**config.mk**
```make
export PLATFORM = sky130hd
export DESIGN_NAME = alu_ctrl_fsm
export DESIGN_NICKNAME = d
export VERILOG_FILES = /design/src/rtl/alu_ctrl_fsm.sv
export SDC_FILE = /design/constraint.sdc
export NUM_CORES = 1
export LEC_CHECK = 0
export BUFFER_PORTS_ARGS = -buffer_cell sky130_fd_sc_hd__buf_2
export CAP_MARGIN = 15
export CORE_MARGIN = 8
export CORE_UTILIZATION = 51
export DETAILED_ROUTE_END_ITERATION = 8
export GPL_TIMING_DRIVEN = 1
export MAX_ROUTING_LAYER = met4
export PLACE_DENSITY = 0.78
export SYNTH_ARGS = -nofsm -noshare
export SYNTH_HDL_FRONTEND = slang
export SYNTH_SLANG_ARGS = --single-unit
```
**constraint.sdc**
```tcl
create_clock -name clk -period 2 [get_ports clk]
set_input_delay 0.1 -clock clk [delete_from_list [all_inputs] [get_ports clk]]
set_output_delay 0.1 -clock clk [all_outputs]
set_load 0.01 [all_outputs]
```
**src/rtl/alu_ctrl_fsm.sv**
```systemverilog
// alu_ctrl_fsm: Moore control FSM for a multicycle lw/sw/add/sub/addi/beq/j datapath.
//
// Ports:
//   clk            clock, all state changes on its rising edge
//   reset          asynchronous, active-low reset
//   opcode, funct  instruction-register fields [31:26] and [5:0]
//   alu_src_a      ALU A select (0 = PC, 1 = register A)
//   alu_src_b      ALU B select (00 B, 01 const 4, 10 sign-ext, 11 sign-ext<<2)
//   alu_op         ALU function (001 add, 010 sub, 000 load A)
//   pc_write       unconditional PC load
//   pc_write_cond  PC load if ALU zero
//   pc_source      PC source (00 ALU result, 01 ALUOut, 10 jump target)
//   i_or_d, mem_wr, ir_write, reg_write, reg_dst, mem_to_reg   datapath controls
//   illegal        one-cycle flag for an unsupported opcode/funct
//   state          current state code, for debug
module alu_ctrl_fsm (
    input  logic       clk,
    input  logic       reset,
    input  logic [5:0] opcode,
    input  logic [5:0] funct,
    output logic       alu_src_a,
    output logic [1:0] alu_src_b,
    output logic [2:0] alu_op,
    output logic       pc_write,
    output logic       pc_write_cond,
    output logic [1:0] pc_source,
    output logic       i_or_d,
    output logic       mem_wr,
    output logic       ir_write,
    output logic       reg_write,
    output logic       reg_dst,
    output logic       mem_to_reg,
    output logic       illegal,
    output logic [3:0] state
);

    localparam logic [5:0] OpRtype = 6'h00;
    localparam logic [5:0] OpJ     = 6'h02;
    localparam logic [5:0] OpBeq   = 6'h04;
    localparam logic [5:0] OpAddi  = 6'h08;
    localparam logic [5:0] OpLw    = 6'h23;
    localparam logic [5:0] OpSw    = 6'h2B;
    localparam logic [5:0] FnAdd   = 6'h20;
    localparam logic [5:0] FnSub   = 6'h22;

    localparam logic [2:0] AluAdd  = 3'b001;
    localparam logic [2:0] AluSub  = 3'b010;

    typedef enum logic [3:0] {
        StFetch     = 4'd0,
        StFetchWait = 4'd1,
        StDecode    = 4'd2,
        StMemAddr   = 4'd3,
        StMemRead   = 4'd4,
        StMemWait   = 4'd5,
        StLwWb      = 4'd6,
        StSwWrite   = 4'd7,
        StExecR     = 4'd8,
        StRWb       = 4'd9,
        StExecI     = 4'd10,
        StIWb       = 4'd11,
        StBranch    = 4'd12,
        StJump      = 4'd13,
        StErr       = 4'd14,
        StUnused    = 4'd15
    } state_e;

    typedef struct packed {
        logic       alu_src_a;
        logic [1:0] alu_src_b;
        logic [2:0] alu_op;
        logic       pc_write;
        logic       pc_write_cond;
        logic [1:0] pc_source;
        logic       i_or_d;
        logic       mem_wr;
        logic       ir_write;
        logic       reg_write;
        logic       reg_dst;
        logic       mem_to_reg;
        logic       illegal;
    } ctrl_t;

    state_e state_q, state_d;
    ctrl_t  ctrl_q, ctrl_d, ctrl_out;
    // Cleared by reset: the first edge after release re-enters FETCH so the
    // FETCH outputs appear for a full cycle instead of skipping to FETCH_WAIT.
    logic   started_q;

    // Next-state logic; opcode/funct are only looked at when leaving DECODE
    // and MEM_ADDR (funct for EXEC_R is captured on entry, see below).
    always_comb begin
        state_d = state_q;
        if (!started_q) begin
            state_d = StFetch;
        end else begin
            case (state_q)
                StFetch:     state_d = StFetchWait;
                StFetchWait: state_d = StDecode;
                StDecode: begin
                    case (opcode)
                        OpLw, OpSw: state_d = StMemAddr;
                        OpRtype:    state_d = (funct == FnAdd || funct == FnSub) ? StExecR : StErr;
                        OpAddi:     state_d = StExecI;
                        OpBeq:      state_d = StBranch;
                        OpJ:        state_d = StJump;
                        default:    state_d = StErr;
                    endcase
                end
                StMemAddr:   state_d = (opcode == OpSw) ? StSwWrite : StMemRead;
                StMemRead:   state_d = StMemWait;
                StMemWait:   state_d = StLwWb;
                StExecR:     state_d = StRWb;
                StExecI:     state_d = StIWb;
                default:     state_d = StFetch;
            endcase
        end
    end

    // Outputs are decoded from the state being entered and registered, so they
    // are glitch-free and line up with the state register.
    always_comb begin
        ctrl_d = '0;
        case (state_d)
            StFetch: begin
                ctrl_d.alu_src_b = 2'b01;
                ctrl_d.alu_op    = AluAdd;
                ctrl_d.pc_write  = 1'b1;
            end
            StFetchWait: ctrl_d.ir_write = 1'b1;
            StDecode: begin
                ctrl_d.alu_src_b = 2'b11;
                ctrl_d.alu_op    = AluAdd;
            end
            StMemAddr, StExecI: begin
                ctrl_d.alu_src_a = 1'b1;
                ctrl_d.alu_src_b = 2'b10;
                ctrl_d.alu_op    = AluAdd;
            end
            StMemRead, StMemWait: ctrl_d.i_or_d = 1'b1;
            StLwWb: begin
                ctrl_d.reg_write  = 1'b1;
                ctrl_d.mem_to_reg = 1'b1;
            end
            StSwWrite: begin
                ctrl_d.i_or_d = 1'b1;
                ctrl_d.mem_wr = 1'b1;
            end
            StExecR: begin
                // Only reachable from DECODE, so funct here is the current instruction's.
                ctrl_d.alu_src_a = 1'b1;
                ctrl_d.alu_op    = (funct == FnSub) ? AluSub : AluAdd;
            end
            StRWb: begin
                ctrl_d.reg_write = 1'b1;
                ctrl_d.reg_dst   = 1'b1;
            end
            StIWb: ctrl_d.reg_write = 1'b1;
            StBranch: begin
                ctrl_d.alu_src_a     = 1'b1;
                ctrl_d.alu_op        = AluSub;
                ctrl_d.pc_write_cond = 1'b1;
                ctrl_d.pc_source     = 2'b01;
            end
            StJump: begin
                ctrl_d.pc_write  = 1'b1;
                ctrl_d.pc_source = 2'b10;
            end
            StErr:   ctrl_d.illegal = 1'b1;
            default: ctrl_d = '0;
        endcase
    end

    always_ff @(posedge clk or negedge reset) begin
        if (!reset) begin
            state_q   <= StFetch;
            started_q <= 1'b0;
            ctrl_q    <= '0;
        end else begin
            state_q   <= state_d;
            started_q <= 1'b1;
            ctrl_q    <= ctrl_d;
        end
    end

    // The unused code must present all-zero controls while it drains to FETCH.
    always_comb begin
        ctrl_out = ctrl_q;
        if (state_q == StUnused) begin
            ctrl_out = '0;
        end
    end

    assign alu_src_a     = ctrl_out.alu_src_a;
    assign alu_src_b     = ctrl_out.alu_src_b;
    assign alu_op        = ctrl_out.alu_op;
    assign pc_write      = ctrl_out.pc_write;
    assign pc_write_cond = ctrl_out.pc_write_cond;
    assign pc_source     = ctrl_out.pc_source;
    assign i_or_d        = ctrl_out.i_or_d;
    assign mem_wr        = ctrl_out.mem_wr;
    assign ir_write      = ctrl_out.ir_write;
    assign reg_write     = ctrl_out.reg_write;
    assign reg_dst       = ctrl_out.reg_dst;
    assign mem_to_reg    = ctrl_out.mem_to_reg;
    assign illegal       = ctrl_out.illegal;
    assign state         = state_q;

endmodule

```
# Yosys cells after proc, flatten, opt, wreduce, memory -nomap -nowiden
# Index checks and enable logic that the tools add are counted.
[totals]
regBits = 22
latchBits = 0
ram_bits = 0
romBits = 0
input_bits = 14
output_inout_bits = 21
word_cells = 75
memories = 0
[op_classes]
n_addsub = 0
n_mul = 0
div_mod_pow = 0
n_lt_le_gt_ge = 0
eq_ne = 29
shift = 0
muxes = 20
bitwise_logic = 0
reduce_logical = 11
[ops]
columns = ["cell", "count"]
rows = [
  ["4-bit == test (second input constant)", 10],
  ["4-bit one-hot mux with 8 select lines", 1],
  ["4-bit by 3-bit == test with 1-bit output (second input constant)", 6],
  ["6-bit == test (second input constant)", 4],
  ["4-bit one-hot mux with 5 select lines", 1],
  ["17-bit 2-to-1 mux", 1],
  ["4-bit by 2-bit == test with 1-bit output (second input constant)", 4],
  ["2-bit one-hot mux with 3 select lines", 2],
  ["1-bit 2-to-1 mux", 10],
  ["4-bit by 1-bit == test with 1-bit output (second input constant)", 2],
  ["4-bit logical NOT", 2],
  ["4-bit OR reduction", 2],
  ["6-bit by 2-bit == test with 1-bit output (second input constant)", 1],
  ["6-bit by 3-bit == test with 1-bit output (second input constant)", 1],
  ["6-bit by 4-bit == test with 1-bit output (second input constant)", 1],
  ["6-bit logical NOT", 1],
  ["2-bit OR reduction", 3],
  ["3-bit OR reduction", 2],
  ["2-bit 2-to-1 mux", 2],
  ["4-bit 2-to-1 mux", 1],
  ["2-bit one-hot mux with 2 select lines", 1],
  ["3-bit 2-to-1 mux", 1],
  ["1-bit logical OR", 1],
]

# Logic depth before layout (Yosys ltp)
[depth]
word_depth = 9
ltp_mapped = 7
mapped_depth_nobuf = 6

# Worst setup path before layout
# No wires, ideal clock.
[synth_path]
path_kind = "register to register"
start = "register state_q[2], in the netlist state[2]"
end = "register ctrl_q[16] (netlist name)"
setup_time_ps = 94
t_arrival_ps = 1775
t_required_ps = 1906
slack_ps = 131
path_stages_with_launch = 8
path_buffers = 2
synth_period_minus_slack_ps = 1869
path_cell_list = "dfrtp_1 -> buf_2 -> or3b_1 -> nor4_1 -> nor3_1 -> buf_4 -> xnor2_1 -> a211oi_1"
[synth_rtl]
columns = ["item", "line", "text"]
rows = [
  ["start, declared", "84", "state_e state_q, state_d;"],
  ["start signal, assigned", "176", "state_q <= StFetch;"],
  ["start signal, assigned", "180", "state_q <= state_d;"],
  ["end signal, assigned", "182", "ctrl_q <= ctrl_d;"],
  ["end, declared", "85", "ctrl_t ctrl_q, ctrl_d, ctrl_out;"],
]

==> impl_metrics.json <==
{
  "num_vias": 1118,
  "cp-start-kind": "register",
  "cp.arrival_ns": 2.17,
  "cp_max_fo": 7,
  "finalMaxSlewViolations": 0,
  "layoutNonFillerInstCount": 193,
  "cts-root-buf": "clkbuf_4",
  "syn_avg_cell_area_um2": 10.06,
  "clk_pin_slew_worst_paths_ns": 0.13,
  "cp_num_buf_inv": 1,
  "diodes": 0,
  "grt_pass1_vias": 1131,
  "seqCellArea_um2": 526.8,
  "synth-edff-count": 0,
  "grt_max_degree": 22,
  "power.switching_uw": 842.1,
  "p_per_area_nw_per_um2": 1249,
  "syn2layout_area_growth_pct": 22.97,
  "routed_via_density": 5.793,
  "syn_area_um2": 1247,
  "async_flop_share_pct": 100.0,
  "ys.flop_type": "dfrtp_1",
  "netlist_top_cells_area": "dfrtp_1 42%, and2_1 8.0%, a21oi_1 2.4%",
  "ys_seq_area_share_pct": 42.13,
  "internal-power_mw": 1.074,
  "synthCells": 124,
  "post-place-cells": 184,
  "wl_mm": 3.031,
  "grt-ovfl-total": 0,
  "post-dp-hpwl_mm": 2.308,
  "fin_crit_sh_pct": 96.02,
  "combinationalPowerShare_pct": 57.8,
  "setup_viol": 0,
  "power_leakage_nw": 0.7036,
  "cp-end-kind": "register",
  "gp_congestion": 0.8977,
  "syn_nets": 138,
  "multi_input_area_um2": 691.9,
  "cts_max_level": 1,
  "fmax_ghz": 0.5207,
  "grtUsageTotal_pct": 15.72,
  "grt_antenna_before_repair": 0,
  "cts_num_sinks": 21,
  "final_util_pct": 64.26,
  "core-area_um2": 2387,
  "critPathMaxStageDelay_ns": 0.47,
  "worstMarginPinSlew_ns": 0.6009,
  "power_mw": 1.916,
  "holdPathStages": 3,
  "ant_nets": 0,
  "cts_tree": "done",
  "drt-initial-drc-count": 43,
  "finalInstanceArea_um2": 1534,
  "use_met2_pct": 24.97,
  "initial_utilization_pct": 52.25,
  "core.rowCount": 18,
  "synth_top_area_share_pct": 42.13,
  "fillCellCount": 211,
  "whs_ns": 0.1155,
  "synth_top_area_cell": "dfrtp_1",
  "met1_usage_pct": 18.58,
  "die-width_um": 65.46,
  "yosysUniqueCellTypes": 50,
  "dieArea_um2": 4284,
  "crit_type": "register to register",
  "crit_required_ns": 2.24,
  "rr_worst_depth": 6,
  "numCtsBuffers": 3,
  "placed_area_um2": 1443,
  "wl_per_cell_um": 15.70,
  "busiest_layer": "met2",
  "r2r-start": "state[2]$_DFF_PN0_",
  "met3_usage_pct": 3.401,
  "hold_viol_final": 0,
  "path_cells": "or3b_1 > nor4_1 > nor3_2 > buf_4 > nor2_4 > o211a_1",
  "cap_violations": 0,
  "max_slew_margin_pct": 59.67,
  "crit_path_end": "ctrl_q[2]$_DFF_PN0_",
  "fp.dieH_um": 65.46,
  "cp_slowest_cell": "dfrtp_1",
  "insertion_delay_ns": 0.31,
  "drt_pass1_iterations": 4,
  "portBuffers": 33,
  "seqPwrFrac_pct": 31.4,
  "ys_seq_elements": 21,
  "clkPwrFrac_pct": 10.8,
  "nets": 178,
  "drive_gt1_share_pct": 39.88,
  "finClkSkew_ns": 0.01128,
  "fin_crit_ns": 1.920,
  "rrSetupSlack_ns": 0.08,
  "io_pins": 35,
  "swShare_pct": 43.94,
  "clock_path_buffers": 2,
  "hold_path_class": "primary input to register",
  "peakVddDrop_mv": 0.9450,
  "run_status": "finished clean",
  "drcViolationCount": 0,
  "worstSetupStartpoint": "state[2]$_DFF_PN0_",
  "grt_pass1_wl_mm": 5.292,
  "worstReg2RegEnd": "ctrl_q[2]$_DFF_PN0_",
  "cp_top_family": "simple AND/OR/NAND/NOR gates",
  "ys_warn_count": 0,
  "cp.depth": 6
}
-- through the flow --
stage | setup TNS, ns | setup slack (ns)
final | 0 | 0.07955
after detailed placement | -0.04520 | -0.04520
after floorplan | 0 | 0.1313
after global placement | 0 | 0.06478
after CTS | 0 | 0.007647
after global routing | -0.1029 | -0.05132
-- flip-flops by register name (all words and copies together), names as in the netlist --
register,cells
started_q,1
ctrl_q,16
state,4
-- layer usage --
layer,vias up,wire (um)
met1,536,1271
met5,-,0
met3,11,179
li1,530,-
met2,41,1522
met4,0,57
-- worst reg2reg max path, cell delays in order, from the launching register on --
cell     delay [ns]
dfrtp_1        0.47
or3b_1         0.41
nor4_1         0.36
nor3_2         0.16
buf_4          0.19
nor2_4         0.10
o211a_1        0.16
-- worst min-delay path by stage --
stage | slack [ns] | end | from
floorplan | -0.20 | ctrl_q[0]$_DFF_PN0_ | reset
CTS | 0.13 | ctrl_q[12]$_DFF_PN0_ | funct[1]
finish | 0.12 | ctrl_q[12]$_DFF_PN0_ | funct[1]
detailed placement | 0.08 | state[0]$_DFF_PN0_ | reset
global placement | 0.07 | state[0]$_DFF_PN0_ | reset
global route | 0.12 | ctrl_q[12]$_DFF_PN0_ | funct[1]
-- power groups by stage --
stage | Sequential (mW) | Clock [mW] | Combinational [mW]
CTS | 0.603 | 0.208 | 1.04
finish | 0.601 | 0.208 | 1.11
detailed placement | 0.610 | 0 | 0.998
floorplan | 0.572 | 0 | 0.762
global route | 0.614 | 0.235 | 1.22
global placement | 0.601 | 0 | 0.970
-- cell usage in the layout (no fill, tap or decap), types with 3 or more instances in the layout --
cell type	instances
nor2_1	6
and2_1	16
clkbuf_4	3
dfrtp_1	20
o211ai_1	3
a21oi_1	6
nor2b_1	3
buf_2	33
nand2_1	5
nor3_1	3
buf_4	9
a211oi_1	3
o21ai_1	3
-- Yosys cell counts, types with 2 or more instances --
master	n
nand2_1	5
conb_1	2
a21oi_1	6
nor4_1	3
buf_2	3
or4b_1	2
or3b_1	2
a211oi_1	3
inv_1	2
nor2_4	2
nor2_1	6
o21ai_1	3
and2_1	16
buf_4	3
clkbuf_1	2
xnor2_1	2
o211ai_1	3
nor2b_1	3
dfrtp_1	21
nand4b_1	2
nor3_1	4
-- cell type report --
type,count,share of cell area [%]
timing repair buffer,43,15.82
tap,30,2.447
multi-input combinational,93,45.11
clock buffer,3,1.468
inverter,2,0.4894
clock inverter,1,0.3263
sequential,21,34.34
-- timing repair --
item                                    in CTS  in global routing
pin swaps                                    1                  2
endpoints found under the setup margin      18                 29
setup buffers                                0                  4
hold buffers                                 1                  0
resized for setup                            3                  1
hold endpoints to repair                    21                  0
-- logic make-up after synthesis --
| family | synth area share, % |
|---|---|
| buffers and inverters | 4.213 |
| other | 0.6020 |
| AO/OA/AOI/OAI | 19.36 |
| XOR/XNOR | 1.404 |
| AND/OR/NAND/NOR | 32.30 |
| flip-flops | 42.13 |
No activity file was read; power rests on OpenSTA's default activity.
